### src/rtl/pu_msp430_dbg_uart_pkg.sv
// pu_msp430_dbg_uart_pkg: shared types and constants for the debug UART transceiver.
// Holds the parity mode enum, the RX/TX state enums, the legal DATA_W range and
// helpers used by the transceiver top and its FIFOs.
package pu_msp430_dbg_uart_pkg;

    typedef enum logic [1:0] {
        PAR_NONE = 2'd0,
        PAR_EVEN = 2'd1,
        PAR_ODD  = 2'd2,
        PAR_RSVD = 2'd3
    } parity_e;

    typedef enum logic [2:0] {
        RX_IDLE,
        RX_START,
        RX_DATA,
        RX_PARITY,
        RX_STOP
    } rx_state_e;

    typedef enum logic [2:0] {
        TX_IDLE,
        TX_START,
        TX_DATA,
        TX_PARITY,
        TX_STOP
    } tx_state_e;

    localparam int DATA_W_MIN = 5;
    localparam int DATA_W_MAX = 9;
    localparam int IDX_W      = 4;

    function automatic bit data_w_legal(input int w);
        return (w >= DATA_W_MIN) && (w <= DATA_W_MAX);
    endfunction

    // The reserved mode behaves exactly like "none".
    function automatic bit parity_on(input parity_e p);
        return (p == PAR_EVEN) || (p == PAR_ODD);
    endfunction

endpackage

### src/rtl/pu_msp430_dbg_uart_fifo.sv
// pu_msp430_dbg_uart_fifo: small synchronous FIFO with wrap-bit pointers.
// Ports: clk/rst_n (async active-low), push/push_data write side, pop/pop_data
// read side (pop_data shows the head), full/empty status. A pop on a full FIFO
// frees the slot so a same-cycle push is accepted.
module pu_msp430_dbg_uart_fifo #(
    parameter int WIDTH = 8,
    parameter int DEPTH = 4
) (
    input  logic             clk,
    input  logic             rst_n,
    input  logic             push,
    input  logic [WIDTH-1:0] push_data,
    input  logic             pop,
    output logic [WIDTH-1:0] pop_data,
    output logic             full,
    output logic             empty
);

    localparam int AW = $clog2(DEPTH);
    localparam int PW = AW + 1;

    logic [PW-1:0]    wr_q, wr_d, rd_q, rd_d;
    logic [WIDTH-1:0] mem_q [DEPTH];
    logic [WIDTH-1:0] mem_d [DEPTH];
    logic             do_push, do_pop;

    assign empty    = wr_q == rd_q;
    assign full     = (wr_q[AW] != rd_q[AW]) && (wr_q[AW-1:0] == rd_q[AW-1:0]);
    assign do_pop   = pop & ~empty;
    assign do_push  = push & (~full | do_pop);
    assign pop_data = mem_q[rd_q[AW-1:0]];

    always_comb begin
        mem_d = mem_q;
        wr_d  = wr_q + PW'(do_push);
        rd_d  = rd_q + PW'(do_pop);
        if (do_push) mem_d[wr_q[AW-1:0]] = push_data;
    end

    always_ff @(posedge clk or negedge rst_n) begin
        if (!rst_n) begin
            wr_q <= '0;
            rd_q <= '0;
            for (int i = 0; i < DEPTH; i++) mem_q[i] <= '0;
        end else begin
            wr_q  <= wr_d;
            rd_q  <= rd_d;
            mem_q <= mem_d;
        end
    end

endmodule

### src/rtl/pu_msp430_dbg_uart_xcvr.sv
// pu_msp430_dbg_uart_xcvr: debug-unit UART transceiver with RX/TX FIFOs.
// Ports: dbg_clk/dbg_rst_n (async active-low); cfg_div (bit = cfg_div+1 cycles),
// cfg_parity (0 none, 1 even, 2 odd, 3 none), cfg_stop2 (two TX stop bits);
// dbg_uart_rxd/dbg_uart_txd serial pins; tx_data/tx_valid/tx_ready TX push;
// rx_data/rx_perr/rx_ferr/rx_valid/rx_ready RX pop; rx_ovr drop pulse;
// tx_busy = serialiser active or TX FIFO non-empty.
module pu_msp430_dbg_uart_xcvr
    import pu_msp430_dbg_uart_pkg::*;
#(
    parameter int DATA_W     = 8,
    parameter int FIFO_DEPTH = 4,
    parameter int DIV_W      = 16
) (
    input  logic              dbg_clk,
    input  logic              dbg_rst_n,
    input  logic [DIV_W-1:0]  cfg_div,
    input  logic [1:0]        cfg_parity,
    input  logic              cfg_stop2,
    input  logic              dbg_uart_rxd,
    output logic              dbg_uart_txd,
    input  logic [DATA_W-1:0] tx_data,
    input  logic              tx_valid,
    output logic              tx_ready,
    output logic [DATA_W-1:0] rx_data,
    output logic              rx_perr,
    output logic              rx_ferr,
    output logic              rx_valid,
    input  logic              rx_ready,
    output logic              rx_ovr,
    output logic              tx_busy
);

    if (!data_w_legal(DATA_W) || FIFO_DEPTH < 2 || (FIFO_DEPTH & (FIFO_DEPTH - 1)) != 0) begin : g_bad_param
        $error("pu_msp430_dbg_uart_xcvr: illegal DATA_W or FIFO_DEPTH");
    end

    localparam logic [IDX_W-1:0] LAST_IDX = IDX_W'(DATA_W - 1);

    logic [1:0]  hist_q, hist_d;
    logic        filt_q, filt_d, rx_edge;

    rx_state_e         rx_st_q, rx_st_d;
    logic [DIV_W-1:0]  rx_cnt_q, rx_cnt_d, rx_div_q, rx_div_d;
    parity_e           rx_pm_q, rx_pm_d;
    logic [IDX_W-1:0]  rx_idx_q, rx_idx_d;
    logic [DATA_W-1:0] rx_sh_q, rx_sh_d;
    logic              rx_par_q, rx_par_d, rx_perr_q, rx_perr_d, rx_ovr_q, rx_ovr_d;
    logic              rx_push, rx_pop, rx_full, rx_empty;
    logic [DATA_W+1:0] rx_head;

    tx_state_e         tx_st_q, tx_st_d;
    logic [DIV_W-1:0]  tx_cnt_q, tx_cnt_d, tx_div_q, tx_div_d;
    parity_e           tx_pm_q, tx_pm_d;
    logic [IDX_W-1:0]  tx_idx_q, tx_idx_d;
    logic [DATA_W-1:0] tx_sh_q, tx_sh_d, tx_head;
    logic              tx_par_q, tx_par_d, tx_stop2_q, tx_stop2_d, txd_q, txd_d;
    logic              tx_push, tx_pop, tx_load, tx_full, tx_empty;

    // Filter output only moves when the pin and both history flops agree.
    always_comb begin
        hist_d = {hist_q[0], dbg_uart_rxd};
        filt_d = (&{dbg_uart_rxd, hist_q}) ? 1'b1 : (~|{dbg_uart_rxd, hist_q}) ? 1'b0 : filt_q;
    end

    assign rx_edge = filt_d != filt_q;

    always_comb begin
        rx_st_d   = rx_st_q;
        rx_cnt_d  = (rx_st_q == RX_IDLE) ? rx_cnt_q : rx_cnt_q - 1'b1;
        rx_div_d  = rx_div_q;
        rx_pm_d   = rx_pm_q;
        rx_idx_d  = rx_idx_q;
        rx_sh_d   = rx_sh_q;
        rx_par_d  = rx_par_q;
        rx_perr_d = rx_perr_q;
        rx_push   = 1'b0;
        case (rx_st_q)
            RX_IDLE: if (filt_q & ~filt_d) begin
                rx_st_d   = RX_START;
                rx_cnt_d  = cfg_div >> 1;
                rx_div_d  = cfg_div;
                rx_pm_d   = parity_e'(cfg_parity);
                rx_idx_d  = '0;
                rx_par_d  = 1'b0;
                rx_perr_d = 1'b0;
            end
            RX_START: if (rx_cnt_q == '0) begin
                rx_cnt_d = rx_div_q;
                rx_st_d  = filt_q ? RX_IDLE : RX_DATA;
            end
            RX_DATA: if (rx_cnt_q == '0) begin
                rx_cnt_d = rx_div_q;
                rx_sh_d  = {filt_q, rx_sh_q[DATA_W-1:1]};
                rx_par_d = rx_par_q ^ filt_q;
                rx_idx_d = rx_idx_q + 1'b1;
                if (rx_idx_q == LAST_IDX) rx_st_d = parity_on(rx_pm_q) ? RX_PARITY : RX_STOP;
            end else if (rx_edge) begin
                rx_cnt_d = rx_div_q >> 1;
            end
            RX_PARITY: if (rx_cnt_q == '0) begin
                rx_cnt_d  = rx_div_q;
                rx_perr_d = rx_par_q ^ filt_q ^ (rx_pm_q == PAR_ODD);
                rx_st_d   = RX_STOP;
            end else if (rx_edge) begin
                rx_cnt_d = rx_div_q >> 1;
            end
            RX_STOP: if (rx_cnt_q == '0) begin
                rx_push = 1'b1;
                rx_st_d = RX_IDLE;
            end
            default: rx_st_d = RX_IDLE;
        endcase
    end

    assign rx_pop   = rx_valid & rx_ready;
    assign rx_valid = ~rx_empty;
    assign rx_ovr_d = rx_push & rx_full & ~rx_pop;
    assign {rx_ferr, rx_perr, rx_data} = rx_head;
    assign rx_ovr   = rx_ovr_q;

    pu_msp430_dbg_uart_fifo #(.WIDTH(DATA_W + 2), .DEPTH(FIFO_DEPTH)) u_rx_fifo (
        .clk       (dbg_clk),
        .rst_n     (dbg_rst_n),
        .push      (rx_push),
        .push_data ({~filt_q, rx_perr_q, rx_sh_q}),
        .pop       (rx_pop),
        .pop_data  (rx_head),
        .full      (rx_full),
        .empty     (rx_empty)
    );

    always_comb begin
        tx_st_d    = tx_st_q;
        tx_cnt_d   = (tx_st_q == TX_IDLE) ? tx_cnt_q : tx_cnt_q - 1'b1;
        tx_div_d   = tx_div_q;
        tx_pm_d    = tx_pm_q;
        tx_stop2_d = tx_stop2_q;
        tx_idx_d   = tx_idx_q;
        tx_sh_d    = tx_sh_q;
        tx_par_d   = tx_par_q;
        txd_d      = txd_q;
        tx_load    = 1'b0;
        case (tx_st_q)
            TX_IDLE: tx_load = ~tx_empty;
            TX_START: if (tx_cnt_q == '0) begin
                tx_st_d  = TX_DATA;
                tx_cnt_d = tx_div_q;
                tx_idx_d = '0;
                txd_d    = tx_sh_q[0];
            end
            TX_DATA: if (tx_cnt_q == '0) begin
                tx_cnt_d = tx_div_q;
                tx_sh_d  = tx_sh_q >> 1;
                tx_idx_d = tx_idx_q + 1'b1;
                txd_d    = tx_sh_q[1];
                if (tx_idx_q == LAST_IDX) begin
                    tx_idx_d = '0;
                    tx_st_d  = parity_on(tx_pm_q) ? TX_PARITY : TX_STOP;
                    txd_d    = parity_on(tx_pm_q) ? tx_par_q ^ (tx_pm_q == PAR_ODD) : 1'b1;
                end
            end
            TX_PARITY: if (tx_cnt_q == '0) begin
                tx_cnt_d = tx_div_q;
                tx_st_d  = TX_STOP;
                txd_d    = 1'b1;
            end
            TX_STOP: if (tx_cnt_q == '0) begin
                if (tx_stop2_q && tx_idx_q == '0) begin
                    tx_idx_d = IDX_W'(1);
                    tx_cnt_d = tx_div_q;
                end else if (!tx_empty) begin
                    tx_load = 1'b1;
                end else begin
                    tx_st_d = TX_IDLE;
                end
            end
            default: tx_st_d = TX_IDLE;
        endcase
        // Loading from IDLE or straight out of the last stop bit gives back-to-back frames.
        if (tx_load) begin
            tx_st_d    = TX_START;
            tx_cnt_d   = cfg_div;
            tx_div_d   = cfg_div;
            tx_pm_d    = parity_e'(cfg_parity);
            tx_stop2_d = cfg_stop2;
            tx_sh_d    = tx_head;
            tx_par_d   = ^tx_head;
            txd_d      = 1'b0;
        end
    end

    assign tx_pop       = tx_load;
    assign tx_ready     = ~tx_full;
    assign tx_push      = tx_valid & tx_ready;
    assign tx_busy      = (tx_st_q != TX_IDLE) | ~tx_empty;
    assign dbg_uart_txd = txd_q;

    pu_msp430_dbg_uart_fifo #(.WIDTH(DATA_W), .DEPTH(FIFO_DEPTH)) u_tx_fifo (
        .clk       (dbg_clk),
        .rst_n     (dbg_rst_n),
        .push      (tx_push),
        .push_data (tx_data),
        .pop       (tx_pop),
        .pop_data  (tx_head),
        .full      (tx_full),
        .empty     (tx_empty)
    );

    always_ff @(posedge dbg_clk or negedge dbg_rst_n) begin
        if (!dbg_rst_n) begin
            hist_q     <= 2'b11;
            filt_q     <= 1'b1;
            rx_st_q    <= RX_IDLE;
            rx_cnt_q   <= '0;
            rx_div_q   <= '0;
            rx_pm_q    <= PAR_NONE;
            rx_idx_q   <= '0;
            rx_sh_q    <= '0;
            rx_par_q   <= 1'b0;
            rx_perr_q  <= 1'b0;
            rx_ovr_q   <= 1'b0;
            tx_st_q    <= TX_IDLE;
            tx_cnt_q   <= '0;
            tx_div_q   <= '0;
            tx_pm_q    <= PAR_NONE;
            tx_stop2_q <= 1'b0;
            tx_idx_q   <= '0;
            tx_sh_q    <= '0;
            tx_par_q   <= 1'b0;
            txd_q      <= 1'b1;
        end else begin
            hist_q     <= hist_d;
            filt_q     <= filt_d;
            rx_st_q    <= rx_st_d;
            rx_cnt_q   <= rx_cnt_d;
            rx_div_q   <= rx_div_d;
            rx_pm_q    <= rx_pm_d;
            rx_idx_q   <= rx_idx_d;
            rx_sh_q    <= rx_sh_d;
            rx_par_q   <= rx_par_d;
            rx_perr_q  <= rx_perr_d;
            rx_ovr_q   <= rx_ovr_d;
            tx_st_q    <= tx_st_d;
            tx_cnt_q   <= tx_cnt_d;
            tx_div_q   <= tx_div_d;
            tx_pm_q    <= tx_pm_d;
            tx_stop2_q <= tx_stop2_d;
            tx_idx_q   <= tx_idx_d;
            tx_sh_q    <= tx_sh_d;
            tx_par_q   <= tx_par_d;
            txd_q      <= txd_d;
        end
    end

endmodule

### config.mk
export PLATFORM = sky130hd
export DESIGN_NAME = pu_msp430_dbg_uart_xcvr
export DESIGN_NICKNAME = d
export VERILOG_FILES = /design/src/rtl/pu_msp430_dbg_uart_pkg.sv /design/src/rtl/pu_msp430_dbg_uart_fifo.sv /design/src/rtl/pu_msp430_dbg_uart_xcvr.sv
export SDC_FILE = /design/constraint.sdc
export NUM_CORES = 1
export LEC_CHECK = 0
export ABC_CLOCK_PERIOD_IN_PS = 2750
export BUFFER_PORTS_ARGS = -buffer_cell sky130_fd_sc_hd__buf_2
export CAP_MARGIN = 20
export CORE_UTILIZATION = 55
export CTS_CLUSTER_SIZE = 25
export DETAILED_ROUTE_END_ITERATION = 16
export HOLD_SLACK_MARGIN = 0.06
export PLACE_DENSITY = 0.75
export SYNTH_ARGS = -nofsm -noshare
export SYNTH_HDL_FRONTEND = slang
export SYNTH_SLANG_ARGS = --single-unit
### constraint.sdc
create_clock -name dbg_clk -period 2.75 [get_ports dbg_clk]
set_input_delay 0.4125 -clock dbg_clk [delete_from_list [all_inputs] [get_ports dbg_clk]]
set_output_delay 0.4125 -clock dbg_clk [all_outputs]
set_load 0.005 [all_outputs]
==> reports/results.txt <==
The logs give 5 for the iteration count of the initial detailed-routing pass and 0 for the final setup violation count. Relative to the synthesized area, the layout overhead comes to 13.7%. The analysis attributes to net switching a power of 4.40 mW.

The number of maximum-capacitance violations is 0, and the antenna diode count is 0. For this run, the number of Yosys warnings is 0. The clock period minus worst slack is 2510 ps. Setup repair after global routing left no endpoint under its margin. The number of antenna violations at the first check in global routing came out at 0.

Yosys attributes the largest share of cell area to sky130_fd_sc_hd__dfrtp_1 48%, sky130_fd_sc_hd__mux2_2 9.6%, sky130_fd_sc_hd__mux4_2 4.2%. For the total design power, the log shows 11.6 mW. The critical path launch point is rx_cnt_q[0]$_DFF_PN0_. The total area inside the core boundary comes to 17200 sq um. The total nets after synthesis is 921, and the critical-path maximum fanout is 10. The width of the die is 135 um, and the floorplan die area is 18100 sq um. The tools report the count of nets left with antenna violations after detail routing as 0. The logs give 983 for the final-stage net count and 0.561 for the initial cell density of the core. The largest single stage delay on the critical path is 410 ps. The switching part of the total was 0.381.

The average size of a mapped cell is 11.1 sq um, and the post-route fraction of the period consumed by the critical path is 0.912. The clock passes through at most 2 buffers. The biggest area contributor in the post-synthesis netlist is sky130_fd_sc_hd__dfrtp_1. The final weighted congestion in routability-driven placement is 0.897, and the global router's overall resource usage is 0.258. The mux contribution to synthesized area was 0.160. The routed layout has 7025 vias.

Pin placement for this block handled 47 I/O pins. The kind of path behind the tightest hold check was input pin to flop. The clock-pin slew reported for the worst setup and hold paths after clock tree synthesis was 80 ps. The dominant synthesized flop cell is sky130_fd_sc_hd__dfrtp_1. Summed over all cells, the static leakage comes to 5.06 nW.

The number of flops mapped to enable cells by yosys is 0. Once the clock tree was built, the setup fixing pass inserted 0 buffers. The tools report the clock group share of total power as 0.216.

Once detailed placement completed, the half-perimeter wirelength came to 14.8 mm. Dividing the detail-routed wire length by the instance count gives 18.4 um. The run gives 2830 ps as the worst endpoint data arrival time.

After synthesis the netlist holds a flip-flop and latch count of 191. The type of the worst setup path was flop to flop. Timing would allow up to 0.399 GHz.

Capture instance of the worst register-to-register path: u_rx_fifo.mem_q[25]$_DFFE_PN0P_. Following the worst setup path forward leads to its endpoint at u_rx_fifo.mem_q[25]$_DFFE_PN0P_. After synthesis the cells add up to 9660 sq um. The slew of the pin with the lowest slew margin is 856 ps.

The count of buffers from port buffering works out to 46. The slowest stage of the critical path is the sky130_fd_sc_hd__dfrtp_1 cell. The share of the synthesized area in compound gates (AO/OA/AOI/OAI) is 0.112. The clock latency on the worst-skew pair is 440 ps, and the cell count of the worst reg-to-reg path is 8. Entering global routing, the biggest net connects 80 pins. The wire length of the first global-routing pass is 36.2 mm, and the flip-flop and latch area is 4780 sq um. Across the routed clock network, the largest skew measured is 8.38 ps. The area share of fa/ha/maj cells after synthesis is 0.0220, and the cell count after synthesis is 872.

The final count of hold timing violations was 0. The flow ran to the end, and the final reports show no timing, DRC or antenna violations. The number of buffers inserted during clock tree synthesis is 17, and the power density relative to cell area is 1050 nW/um^2. The area share of xor/xnor cells in the synthesized design is 0.0372, and the worst-case vdd ir drop is 0.000652 V. The worst setup path is captured at a flop.

Number of rows created at floorplan: 48. The top cell types in the final layout, fill and taps aside, are 187 x sky130_fd_sc_hd__dfrtp_1, 90 x sky130_fd_sc_hd__nand2_1, 82 x sky130_fd_sc_hd__mux2_2. The clock sink count was 191; the count of fill cells added during filler insertion was 1316. The DRC violation total after the first TritonRoute iteration was 411; the required time of the critical path was 3070 ps.

The tools report the total congestion overflow after global routing as 0. In the final layout, the multi-input gates occupy 4600 sq um. The sequential area share after synthesis came out at 0.495. The accumulated negative setup slack came out at 0 ps.

The sort of element at the start of the critical path was a flop. The routed via count divided by cell count is 5.99, and the total length of routed wires is 21.6 mm. The proportion of netlist area held by the largest area contributor is 0.484, and the reg2reg setup slack is 240 ps.

The clock root buffer is sky130_fd_sc_hd__clkbuf_16. In this run the critical register-to-register path is launched from rx_cnt_q[0]$_DFF_PN0_. The max-slew violation count was 0; the fraction of layout instances using a drive strength above 1 was 0.263. Traced cell by cell, the critical path runs through inv_1 > ha_1 > nor3b_4 > nand3_4 > or2_1 > nor4b_2 > buf_4 > mux2_2. Leading cell type in the layout, fill and taps excluded: sky130_fd_sc_hd__dfrtp_1. Proportion of power drawn by flip-flops and latches: 0.397.

Measured along the y axis, the die boundary spans 135 um. After synthesis, the largest family of logic cells by area is multiplexers. The internal portion of the total power is 7.16 mW. For the worst slew slack as a fraction of its limit, the log shows 0.425. The tools report the number of global-route vias before repair as 7049.

The simple-gate area share of the yosys netlist was 0.139. The combinational share of power was 0.387; the unique cell type count in the Yosys netlist was 73. Fraction of synthesis flops using an asynchronous set or reset pin: 1.00. CTS built an H-tree with a depth of 4. In the routed design, unresolved DRC markers number 0. TritonCTS built the clock tree.
-- power by group through the flow --
stage	clock (mW)	sequential (mW)	combinational, mW
6_report	2.50	4.59	4.47
5_1_grt	2.68	4.71	4.96
4_1_cts	2.55	4.57	4.46
3_5_place_dp	0	4.61	4.41
3_3_place_gp	0	4.58	4.30
2_1_floorplan	0	4.24	3.49
-- kinds of logic (layout without fill, tap and decap cells) --
| logic type | Yosys count | after routing |
|---|---|---|
| and+or+nand+nor | 256 | 256 |
| adders and majority gates | 17 | 17 |
| xor gates and xnor gates | 41 | 41 |
| muxes | 122 | 122 |
| buffers and inverters | 82 | 157 |
| DFF | 191 | 191 |
| AOI/OAI and AO/OA | 163 | 163 |
-- layout make-up --
type / instances / area share
tap: 225 / 0.0256
multi-input combinational: 599 / 0.418
clock inverter: 14 / 0.0151
sequential: 191 / 0.435
timing repair buffer: 88 / 0.0529
clock buffer: 18 / 0.0400
inverter: 37 / 0.0126
-- worst max-delay path: cells and delay by family (launching register included) --
kind / cells / cell delay, ps
adder cells (fa/ha/maj): 1 / 190
buffers and inverters: 2 / 320
flip-flops: 1 / 410
multiplexers: 1 / 360
AND/OR/NAND/NOR: 4 / 1090
-- timing repair --
action	in CTS	in global routing
setup endpoints to repair	0	20
gates resized for setup	0	3
hold buffers	1	0
hold endpoints to repair	76	0
-- per-layer routing --
layer	wire [um]	track usage	vias up
met3	996	0.0488	28
li1	-	-	3276
met4	372	0.0811	0
met2	10400	0.418	188
met5	0	0	-
met1	9780	0.354	3533
-- worst min-delay path by stage --
stage                        start                     to  slack [ps]  cells after the start
3_5_place_dp   hist_q[0]$_DFF_PN1_    hist_q[1]$_DFF_PN1_         360                      0
2_1_floorplan            dbg_rst_n  rx_cnt_q[0]$_DFF_PN0_         120                      0
3_3_place_gp   hist_q[0]$_DFF_PN1_    hist_q[1]$_DFF_PN1_         360                      0
4_1_cts               dbg_uart_rxd    hist_q[0]$_DFF_PN1_          70                      1
6_report              dbg_uart_rxd    hist_q[0]$_DFF_PN1_          80                      1
5_1_grt               dbg_uart_rxd    hist_q[0]$_DFF_PN1_          70                      1
-- through the flow --
step	std cells	hold slack, ps	util	worst slack, ps	instance area (sq um)
after floorplan	872	117	-	64.0	9660
after global routing	1172	67.0	0.638	16.6	11000
after global placement	1139	355	0.601	304	10400
after detailed placement	1139	360	0.601	230	10400
after CTS	1172	69.0	0.636	189	11000
final	1172	80.7	0.638	243	11000
-- state kept, by name, summed over array words and instances, names as in the netlist, 3 cells and up --
signal	flops
rx_cnt_q	16
rx_div_q	16
rx_idx_q	4
rx_sh_q	8
rx_st_q	3
tx_cnt_q	16
tx_div_q	16
tx_idx_q	4
tx_sh_q	8
tx_st_q	3
u_rx_fifo.mem_q	40
u_rx_fifo.rd_q	3
u_rx_fifo.wr_q	3
u_tx_fifo.mem_q	32
u_tx_fifo.rd_q	3
u_tx_fifo.wr_q	3
-- synth_stat cells (6+ instances only) --
library cell,instances
sky130_fd_sc_hd__and3_1,6
sky130_fd_sc_hd__mux2_2,82
sky130_fd_sc_hd__nor2_1,29
sky130_fd_sc_hd__xnor2_1,25
sky130_fd_sc_hd__o211ai_1,10
sky130_fd_sc_hd__inv_1,37
sky130_fd_sc_hd__dfrtp_1,187
sky130_fd_sc_hd__mux4_2,18
sky130_fd_sc_hd__nor3b_1,6
sky130_fd_sc_hd__xor2_1,16
sky130_fd_sc_hd__nand2_1,90
sky130_fd_sc_hd__o21ai_0,59
sky130_fd_sc_hd__a21o_1,6
sky130_fd_sc_hd__mux2i_1,22
sky130_fd_sc_hd__o31ai_1,7
sky130_fd_sc_hd__clkbuf_1,31
sky130_fd_sc_hd__nand3_1,38
sky130_fd_sc_hd__buf_2,8
sky130_fd_sc_hd__a21oi_1,23
sky130_fd_sc_hd__nand3b_1,6
sky130_fd_sc_hd__nor4_1,11
sky130_fd_sc_hd__o31a_1,8
sky130_fd_sc_hd__nand4_1,9
sky130_fd_sc_hd__ha_1,17
sky130_fd_sc_hd__nor3_1,18
sky130_fd_sc_hd__nand2b_1,7
(Power assumes the default switching activity.)
